`config.mk`:
```
export PLATFORM = sky130hd
export DESIGN_NAME = led_capture
export DESIGN_NICKNAME = d
export VERILOG_FILES = /design/src/rtl/led_capture.sv
export SDC_FILE = /design/constraint.sdc
export NUM_CORES = 1
export LEC_CHECK = 0
export BUFFER_PORTS_ARGS = -buffer_cell sky130_fd_sc_hd__buf_2
export CELL_PAD_IN_SITES_DETAIL_PLACEMENT = 0
export CELL_PAD_IN_SITES_GLOBAL_PLACEMENT = 1
export CORE_MARGIN = 5
export CORE_UTILIZATION = 49
export CTS_CLUSTER_SIZE = 16
export DETAILED_ROUTE_END_ITERATION = 8
export GPL_TIMING_DRIVEN = 0
export PLACE_DENSITY = 0.85
export REMOVE_ABC_BUFFERS = 1
export SLEW_MARGIN = 30
export SYNTH_ARGS = -nofsm -noshare
export SYNTH_HDL_FRONTEND = slang
export SYNTH_SLANG_ARGS = --single-unit
```
`constraint.sdc`:
```
create_clock -name clk -period 12.8 [get_ports clk]
set_input_delay 1.28 -clock clk [delete_from_list [all_inputs] [get_ports clk]]
set_output_delay 1.28 -clock clk [all_outputs]
set_load 0.05 [all_outputs]
```
`src/rtl/led_capture.sv`:
```
// Receive-side monitor for RGB LED drive lines: counts high cycles and rising
// edges per colour over WINDOW-clock windows and hands each result set out over valid/ready.
module led_capture #(
    parameter int WINDOW = 1000,
    parameter int CNT_W  = 16,
    parameter int EDGE_W = 8
) (
    input  logic              clk,
    input  logic              rst,
    input  logic              en,
    input  logic              led_red,
    input  logic              led_green,
    input  logic              led_blue,
    output logic [CNT_W-1:0]  cap_red,
    output logic [CNT_W-1:0]  cap_green,
    output logic [CNT_W-1:0]  cap_blue,
    output logic [EDGE_W-1:0] edges_red,
    output logic [EDGE_W-1:0] edges_green,
    output logic [EDGE_W-1:0] edges_blue,
    output logic              cap_valid,
    input  logic              cap_ready,
    output logic              overrun
);

    localparam logic [0:0]        IDLE     = 1'b0;
    localparam logic [0:0]        RUN      = 1'b1;
    localparam logic [CNT_W-1:0]  LAST     = CNT_W'(WINDOW - 1);
    localparam logic [EDGE_W-1:0] EDGE_MAX = '1;

    // Channel index: 0 = red, 1 = green, 2 = blue.
    logic [2:0]        sync1;
    logic [2:0]        s;
    logic [2:0]        prev;
    logic [2:0]        rise;
    logic [0:0]        state;
    logic [CNT_W-1:0]  win_cnt;
    logic [CNT_W-1:0]  high_acc [3];
    logic [EDGE_W-1:0] edge_acc [3];
    logic [CNT_W-1:0]  high_tot [3];
    logic [EDGE_W-1:0] edge_tot [3];
    logic              close;
    logic              transfer;
    logic              load;
    logic              drop;

    assign rise = s & ~prev;

    // Totals including the current cycle's sample; used both to accumulate and to deliver at close.
    always_comb begin
        // NOTE: every always_comb output gets a default first so no path can infer a latch.
        for (int i = 0; i < 3; i++) begin
            high_tot[i] = high_acc[i] + CNT_W'(s[i]);
            edge_tot[i] = edge_acc[i];
            if (rise[i] && (edge_acc[i] != EDGE_MAX)) begin
                edge_tot[i] = edge_acc[i] + EDGE_W'(1);
            end
        end
    end

    assign close    = (state == RUN) && en && (win_cnt == LAST);
    assign transfer = cap_valid && cap_ready;
    assign load     = close && (!cap_valid || cap_ready);
    assign drop     = close && cap_valid && !cap_ready;

    always_ff @(posedge clk or posedge rst) begin
        if (rst) begin
            sync1   <= '0;
            s       <= '0;
            prev    <= '0;
            state   <= IDLE;
            win_cnt <= '0;
            for (int i = 0; i < 3; i++) begin
                high_acc[i] <= '0;
                edge_acc[i] <= '0;
            end
        end else begin
            // NOTE: sequential state uses non-blocking assignments so every flop samples pre-edge values.
            sync1 <= {led_blue, led_green, led_red};
            s     <= sync1;
            prev  <= s;
            if ((state == RUN) && en && !close) begin
                win_cnt <= win_cnt + CNT_W'(1);
                for (int i = 0; i < 3; i++) begin
                    high_acc[i] <= high_tot[i];
                    edge_acc[i] <= edge_tot[i];
                end
            end else begin
                win_cnt <= '0;
                for (int i = 0; i < 3; i++) begin
                    high_acc[i] <= '0;
                    edge_acc[i] <= '0;
                end
            end
            case (state)
                IDLE:    if (en)  state <= RUN;
                RUN:     if (!en) state <= IDLE;
                default:          state <= IDLE;
            endcase
        end
    end

    always_ff @(posedge clk or posedge rst) begin
        if (rst) begin
            cap_red     <= '0;
            cap_green   <= '0;
            cap_blue    <= '0;
            edges_red   <= '0;
            edges_green <= '0;
            edges_blue  <= '0;
            cap_valid   <= 1'b0;
            overrun     <= 1'b0;
        end else begin
            if (load) begin
                cap_red     <= high_tot[0];
                cap_green   <= high_tot[1];
                cap_blue    <= high_tot[2];
                edges_red   <= edge_tot[0];
                edges_green <= edge_tot[1];
                edges_blue  <= edge_tot[2];
                cap_valid   <= 1'b1;
            end else if (transfer) begin
                cap_valid <= 1'b0;
            end
            if (drop) begin
                overrun <= 1'b1;
            end else if (transfer) begin
                overrun <= 1'b0;
            end
        end
    end

endmodule

```
==> results of run 1 <==
-- worst min-delay path by stage --
| stage | startpoint | end | slack (ns) | cells past startpoint |
|---|---|---|---|---|
| 2_1_floorplan | sync1[0] | s[0] | 0.33 | 0 |
| 3_3_place_gp | sync1[2] | s[2] | 0.34 | 0 |
| 3_5_place_dp | sync1[2] | s[2] | 0.33 | 0 |
| 4_1_cts | sync1[1] | s[1] | 0.35 | 0 |
| 5_1_grt | sync1[2] | s[2] | 0.36 | 0 |
| 6_report | sync1[1] | s[1] | 0.35 | 0 |
-- through the flow --
stage               instance area, um2  std cells
floorplan                         6970        660
finish                            8430        963
CTS                               8430        963
detailed placement                7800        931
global route                      8430        963
global placement                  7600        924
-- per-layer routing --
metal / global-route usage, % / up-vias / routed length (um)
li1: - / 2446 / -
met1: 22.5 / 2358 / 6040
met2: 27.1 / 72 / 6350
met3: 4.59 / 14 / 551
met4: 6.17 / 0 / 197
met5: 0 / - / 0
-- sequential cells by signal, indices dropped and copies added, names as in the netlist, 3 cells and up --
name and count:
cap_blue 16, edges_blue 8, win_cnt 16, edge_acc 24, edges_green 8, s 3
edges_red 8, cap_green 16, high_acc 48, prev 3, sync1 3, cap_red 16
-- placed cells by master (no fill, tap or decap), drive strengths merged, types with 2 or more instances in the layout --
master	synthesis	routed
a21oi	7	7
and3	12	12
and4	7	7
buf	13	87
bufinv	0	4
clkbuf	13	22
clkinv	0	2
clkinvlp	0	4
dfrtp	172	172
ha	10	10
inv	14	14
mux2i	7	7
nand2	108	108
nand2b	3	3
nand3	28	28
nand3b	2	2
nand4	16	16
nor2	109	109
nor2b	3	3
nor3	7	7
nor4	6	6
o21ai	73	73
o21bai	2	2
xnor2	25	25
xor2	40	40
-- power by group through the flow --
| stage | sequential (mW) | combinational (mW) | clock (mW) |
|---|---|---|---|
| floorplan | 0.558 | 0.0161 | 0 |
| global placement | 0.558 | 0.0224 | 0 |
| detailed placement | 0.558 | 0.0290 | 0 |
| CTS | 0.548 | 0.0291 | 0.554 |
| global route | 0.548 | 0.0324 | 0.578 |
| finish | 0.548 | 0.0278 | 0.542 |
-- cells by family after synthesis --
logic type	synth area share, %
flops	60.4
fa+ha+maj	1.76
compound gates	6.74
buf+inv	2.97
xor+xnor	7.99
simple gates	19.0
mux	1.14
-- critical path, cell delays in order --
cell and delay [ns]:
buf_2 0.09, nand2_1 0.10, or4_4 0.74, buf_12 0.26, nand2_1 0.09, o21ai_0 0.08
-- layout make-up --
cell class | count | area (um2)
clock buffer | 22 | 464
fill | 1253 | 6000
timing repair buffer | 87 | 578
tap | 184 | 230
multi-input combinational | 474 | 2630
sequential | 172 | 4300
clock inverter | 10 | 164
inverter | 14 | 60.1
==> metrics.cfg, run 1 <==
[status]
status = finished clean

[critical_path]
r2r_cells = 6
path_max_fanout = 54
critPathLaunchType = input pin
endpoint = edges_red[5]
worstPathRequired_ns = 13.09
arrival_ns = 2.69
rrSetupSlack_ns = 10.56
endpoint_kind = flop
cp-startpoint = en
timing.rr.start = win_cnt[11]
rr_endpoint = edges_red[5]
critical_path_class = input pin to flop

[floorplanning]
initial_core_util_pct = 49.4
die-area_um2 = 17100
die_w_um = 131
coreArea_um2 = 14400
io_pins = 81
chipHeight_um = 131
rows = 44

[grt]
grt_pass1_wl_um = 23000
grt_usage_pct = 17.0
grt_pass1_vias = 4841
grt_overflow_total = 0
antenna_found_initial = 0
grt_max_degree = 83

[clocking]
clkTransAtPathRegs_ns = 0.06
cts_setup_buffers = 0
cts_buffer_depth = 2
insertion_delay_ns = 0.42
clkSinkCount = 172
cts-root-buf = clkbuf_16
cts-buffers-inserted = 17
cts_tree = built
postCtsResizedCells = 0
cts_htree_levels = 4
hold_buffers = 0

[power]
swShare_pct = 20.2
power_mw = 1.12
share_seq_of_total_power_pct = 49.1
power_frac_clock_pct = 48.5
comb_power_share_pct = 2.5
p_int_mw = 0.892
powerDensity_nw_per_um2 = 133
p_leak_nw = 3.95
peakVddDrop_v = 0.0000799
switchingPower_mw = 0.226

[synth]
netlist_instances = 686
synthTopCellsByCount = dfrtp_1, nor2_1, nand2_1
netlist.area_leader.share_pct = 60.4
yosysWarnings = 0
ys_types = 38
synth_flop_cell = dfrtp_1
synthMostInstantiatedCell = dfrtp_1
synthArstFlopShare_pct = 100
synthTopCellsByArea = dfrtp_1, nor2_1, nand2_1
yosys.area.top_type = dfrtp_1
avgSynthCellArea_um2 = 10.4
synth-edff-count = 0
ys_seq_elements = 172
netlist_area_um2 = 7130
synth-seq-area-share_pct = 60.4

[layout]
drive_above_1_share_pct = 16.9
diodes = 0
nets = 783
syn_to_final_growth_pct = 18.2
utilization_pct = 58.4

[sta]
hold_violations = 0
setup_tns_ns = 0
timing.hold.ws_ns = 0.348
max_freq_ghz = 0.418
relSlewSlack_pct = 53.2
worstMarginPinSlew_ns = 0.700
clock_skew_ns = 0.00843
setup_viol = 0
rsz0062_at_grt = no
finalCritPeriodShare_pct = 18.7
fin_ws_ns = 10.41
period_needed_ns = 2.39
final-max-slew-violation-count = 0

[placed_design]
gp_congestion = 0.789
post-dp-hpwl_um = 9110
port_buffers = 80
dp_slack_ns = 9.96

[detailed_routing]
routed-via-count = 4890
ant_nets = 0
drc_errors = 0
viasPerCell = 5.08
first_pass_iters = 4
drtIter0Drc = 327
drt-total-wl_um = 13100
detail_route.wl_per_cell_um = 13.6

[hold_path]
hp-class = flop to flop

[flow_run]
cap_violations = 0

Power figures use the tool's default switching activity.
==> run 2, diff against run 1 <==
Settings changed: ABC_AREA set to 1, CORE_UTILIZATION 49 to 40, PLACE_DENSITY 0.85 to 0.77.
Clock period 12.8 ns to 2.14 ns, I/O delays scaled along.
==> metrics.cfg, run 2 <==
[clocking]
clkSinkCount = 172  ; unchanged
insertion_delay_ns = 0.41  ; about the same
clkTransAtPathRegs_ns = 0.06  ; about the same
cts_htree_levels = 4  ; unchanged
cts_buffer_depth = 2  ; unchanged
cts-root-buf = clkbuf_16
cts-buffers-inserted = 17  ; unchanged
cts_tree = built

[status]
status = finished clean

[power]
switchingPower_mw = 1.40  ; +520%
powerDensity_nw_per_um2 = 681  ; +410%
share_seq_of_total_power_pct = 49.1  ; about the same
power_mw = 6.68  ; +500%
p_leak_nw = 5.16  ; +31%
power_frac_clock_pct = 47.8  ; -0.7 points
p_int_mw = 5.28  ; +490%
comb_power_share_pct = 3.1  ; +0.6 points
swShare_pct = 21.0  ; +0.75 points
peakVddDrop_v = 0.000492  ; +520%

[detailed_routing]
first_pass_iters = 4  ; unchanged
detail_route.wl_per_cell_um = 13.1  ; -4.0%
drc_errors = 0  ; unchanged
ant_nets = 0  ; unchanged
drt-total-wl_um = 18600  ; +42%
viasPerCell = 4.63  ; -8.9%
drtIter0Drc = 311  ; -4.9%
routed-via-count = 6577  ; +34%

[synth]
ys_seq_elements = 172  ; unchanged
netlist.area_leader.share_pct = 52.1  ; -8.2 points
synth-edff-count = 0  ; unchanged
synth-seq-area-share_pct = 52.1  ; -8.2 points
netlist_area_um2 = 8260  ; +16%
yosys.area.top_type = dfrtp_1
synthTopCellsByCount = nand2_1, dfrtp_1, nor2_1
synthTopCellsByArea = dfrtp_1, nand2_1, nor2_1
synthArstFlopShare_pct = 100  ; unchanged
yosysWarnings = 0  ; unchanged
ys_types = 28  ; -26%
synth_flop_cell = dfrtp_1
netlist_instances = 1042  ; +52%
synthMostInstantiatedCell = nand2_1
avgSynthCellArea_um2 = 7.92  ; -24%

[grt]
grt_max_degree = 82  ; -1.2%
grt_pass1_wl_um = 32000  ; +39%
grt_pass1_vias = 6534  ; +35%
grt_usage_pct = 16.2  ; -0.76 points
antenna_found_initial = 0  ; unchanged
grt_overflow_total = 0  ; unchanged

[sta]
timing.hold.ws_ns = 0.0757  ; -0.273 ns
finalCritPeriodShare_pct = 91.6
period_needed_ns = 1.96
rsz0062_at_grt = no
hold_violations = 0  ; unchanged
max_freq_ghz = 0.510
relSlewSlack_pct = 67.3  ; +14 points
worstMarginPinSlew_ns = 0.489  ; -0.211 ns
final-max-slew-violation-count = 0  ; unchanged
setup_viol = 0  ; unchanged
clock_skew_ns = 0.0127  ; +0.00428 ns
setup_tns_ns = 0  ; unchanged

[floorplanning]
chipHeight_um = 154  ; +18%
io_pins = 81  ; unchanged
rows = 52  ; +18%
initial_core_util_pct = 40.7  ; -8.8 points
die-area_um2 = 23600  ; +38%
coreArea_um2 = 20300  ; +41%
die_w_um = 154  ; +18%

[layout]
nets = 1158  ; +48%
syn_to_final_growth_pct = 18.9
mostFrequentLayoutCell = nand2_1
largest_reg_flops = 48  ; unchanged
top_regs = high_acc x48, edge_acc x24
final_cell_mix = nand2_1, dfrtp_1, nor2_1
diodes = 0  ; unchanged
regMostFlops = high_acc
multi_input_area_um2 = 3430  ; +31%
num-fill-cells = 2078  ; +66%
drive_above_1_share_pct = 14.8  ; -2.2 points
regArea_um2 = 4300  ; unchanged

[critical_path]
worstPathRequired_ns = 2.44  ; -10.65 ns
rrSetupSlack_ns = 0.18  ; -10.38 ns
endpoint_kind = flop
arrival_ns = 2.26  ; -0.43 ns
critPathLaunchType = flop
path_max_fanout = 27  ; -50%
critical_path_class = flop to flop

[placed_design]
port_buffers = 80  ; unchanged
post-dp-hpwl_um = 12600  ; +38%
gp_congestion = 0.810  ; +2.8%

[hold_path]
hp-class = input pin to flop

[flow_run]
cap_violations = 0  ; unchanged

[run 2: cells by family after synthesis]
kind of cell	count (synthesis)	synth area share, %
fa+ha+maj	10	1.52
buf+inv	116	6.77
compound gates	66	4.09
flops	172	52.1
simple gates	653	32.8
xor+xnor	25	2.65
[run 2: metal layers]
metal  routed length [um]  global-route usage (%)  share of wire [%]  vias up
met5                    0                       0                  0        -
met4                  159                    3.99               0.85        0
met3                  539                    2.87                2.9        9
met2                 8650                    26.8                 46       74
met1                 9290                    22.3                 50     3076
li1                     -                       -                  -     3418
[run 2: power groups by stage]
stage / clock network, mW / logic, mW / registers (mW)
2_1_floorplan: 0 / 0.104 / 3.35
3_3_place_gp: 0 / 0.167 / 3.34
3_5_place_dp: 0 / 0.191 / 3.34
4_1_cts: 3.29 / 0.212 / 3.28
5_1_grt: 3.43 / 0.241 / 3.28
6_report: 3.19 / 0.210 / 3.28
[run 2: area by class of cell]
| type | instances | share of cell area (%) |
|---|---|---|
| clock buffer | 24 | 5.01 |
| clock inverter | 6 | 1.12 |
| timing repair inverter | 1 | 0.0765 |
| timing repair buffer | 100 | 7.80 |
| inverter | 94 | 3.71 |
| tap | 270 | 3.44 |
| sequential | 172 | 43.9 |
| multi-input combinational | 755 | 35.0 |
[run 2: worst max-delay path, stage by stage, from the launching register on]
cell and delay (ns):
dfrtp_1 0.38, ha_1 0.23, nand2_2 0.10, inv_2 0.06, nand2_1 0.06, nor2_2 0.18
nand2_2 0.15, nand2_8 0.13, buf_16 0.20, clkinvlp_4 0.19, and2_1 0.17
[run 2: path summary, 6_finish.rpt]
kind	startpoint	endpoint	cells after the start
max in group asynchronous	rst	cap_blue[1]	4
max	win_cnt[0]	high_acc[37]	10
max reg2reg	win_cnt[0]	high_acc[37]	10
min in group asynchronous	rst	edges_red[0]	3
min	cap_ready	overrun	3
min reg2reg	sync1[1]	s[1]	0
[run 2: stage by stage]
| step | util [%] | cells | cell area (um2) | worst slack, ns |
|---|---|---|---|---|
| 2_1_floorplan | - | 1020 | 8050 | -2.73 |
| 3_3_place_gp | 43.3 | 1370 | 8790 | -5.04 |
| 3_5_place_dp | 44.4 | 1378 | 9020 | -0.196 |
| 4_1_cts | 47.9 | 1415 | 9730 | 0.00167 |
| 5_1_grt | 48.3 | 1422 | 9810 | 0.0270 |
| 6_report | 48.3 | 1422 | 9810 | 0.179 |
[run 2: timing repair]
item / CTS / global route
resized for setup: 4 / 1
endpoints found under the setup margin: 11 / 28
gates cloned: 2 / 1
setup buffers: 0 / 6
hold endpoints to repair: 24 / 0
hold buffers: 5 / 0
pin swaps: 0 / 2
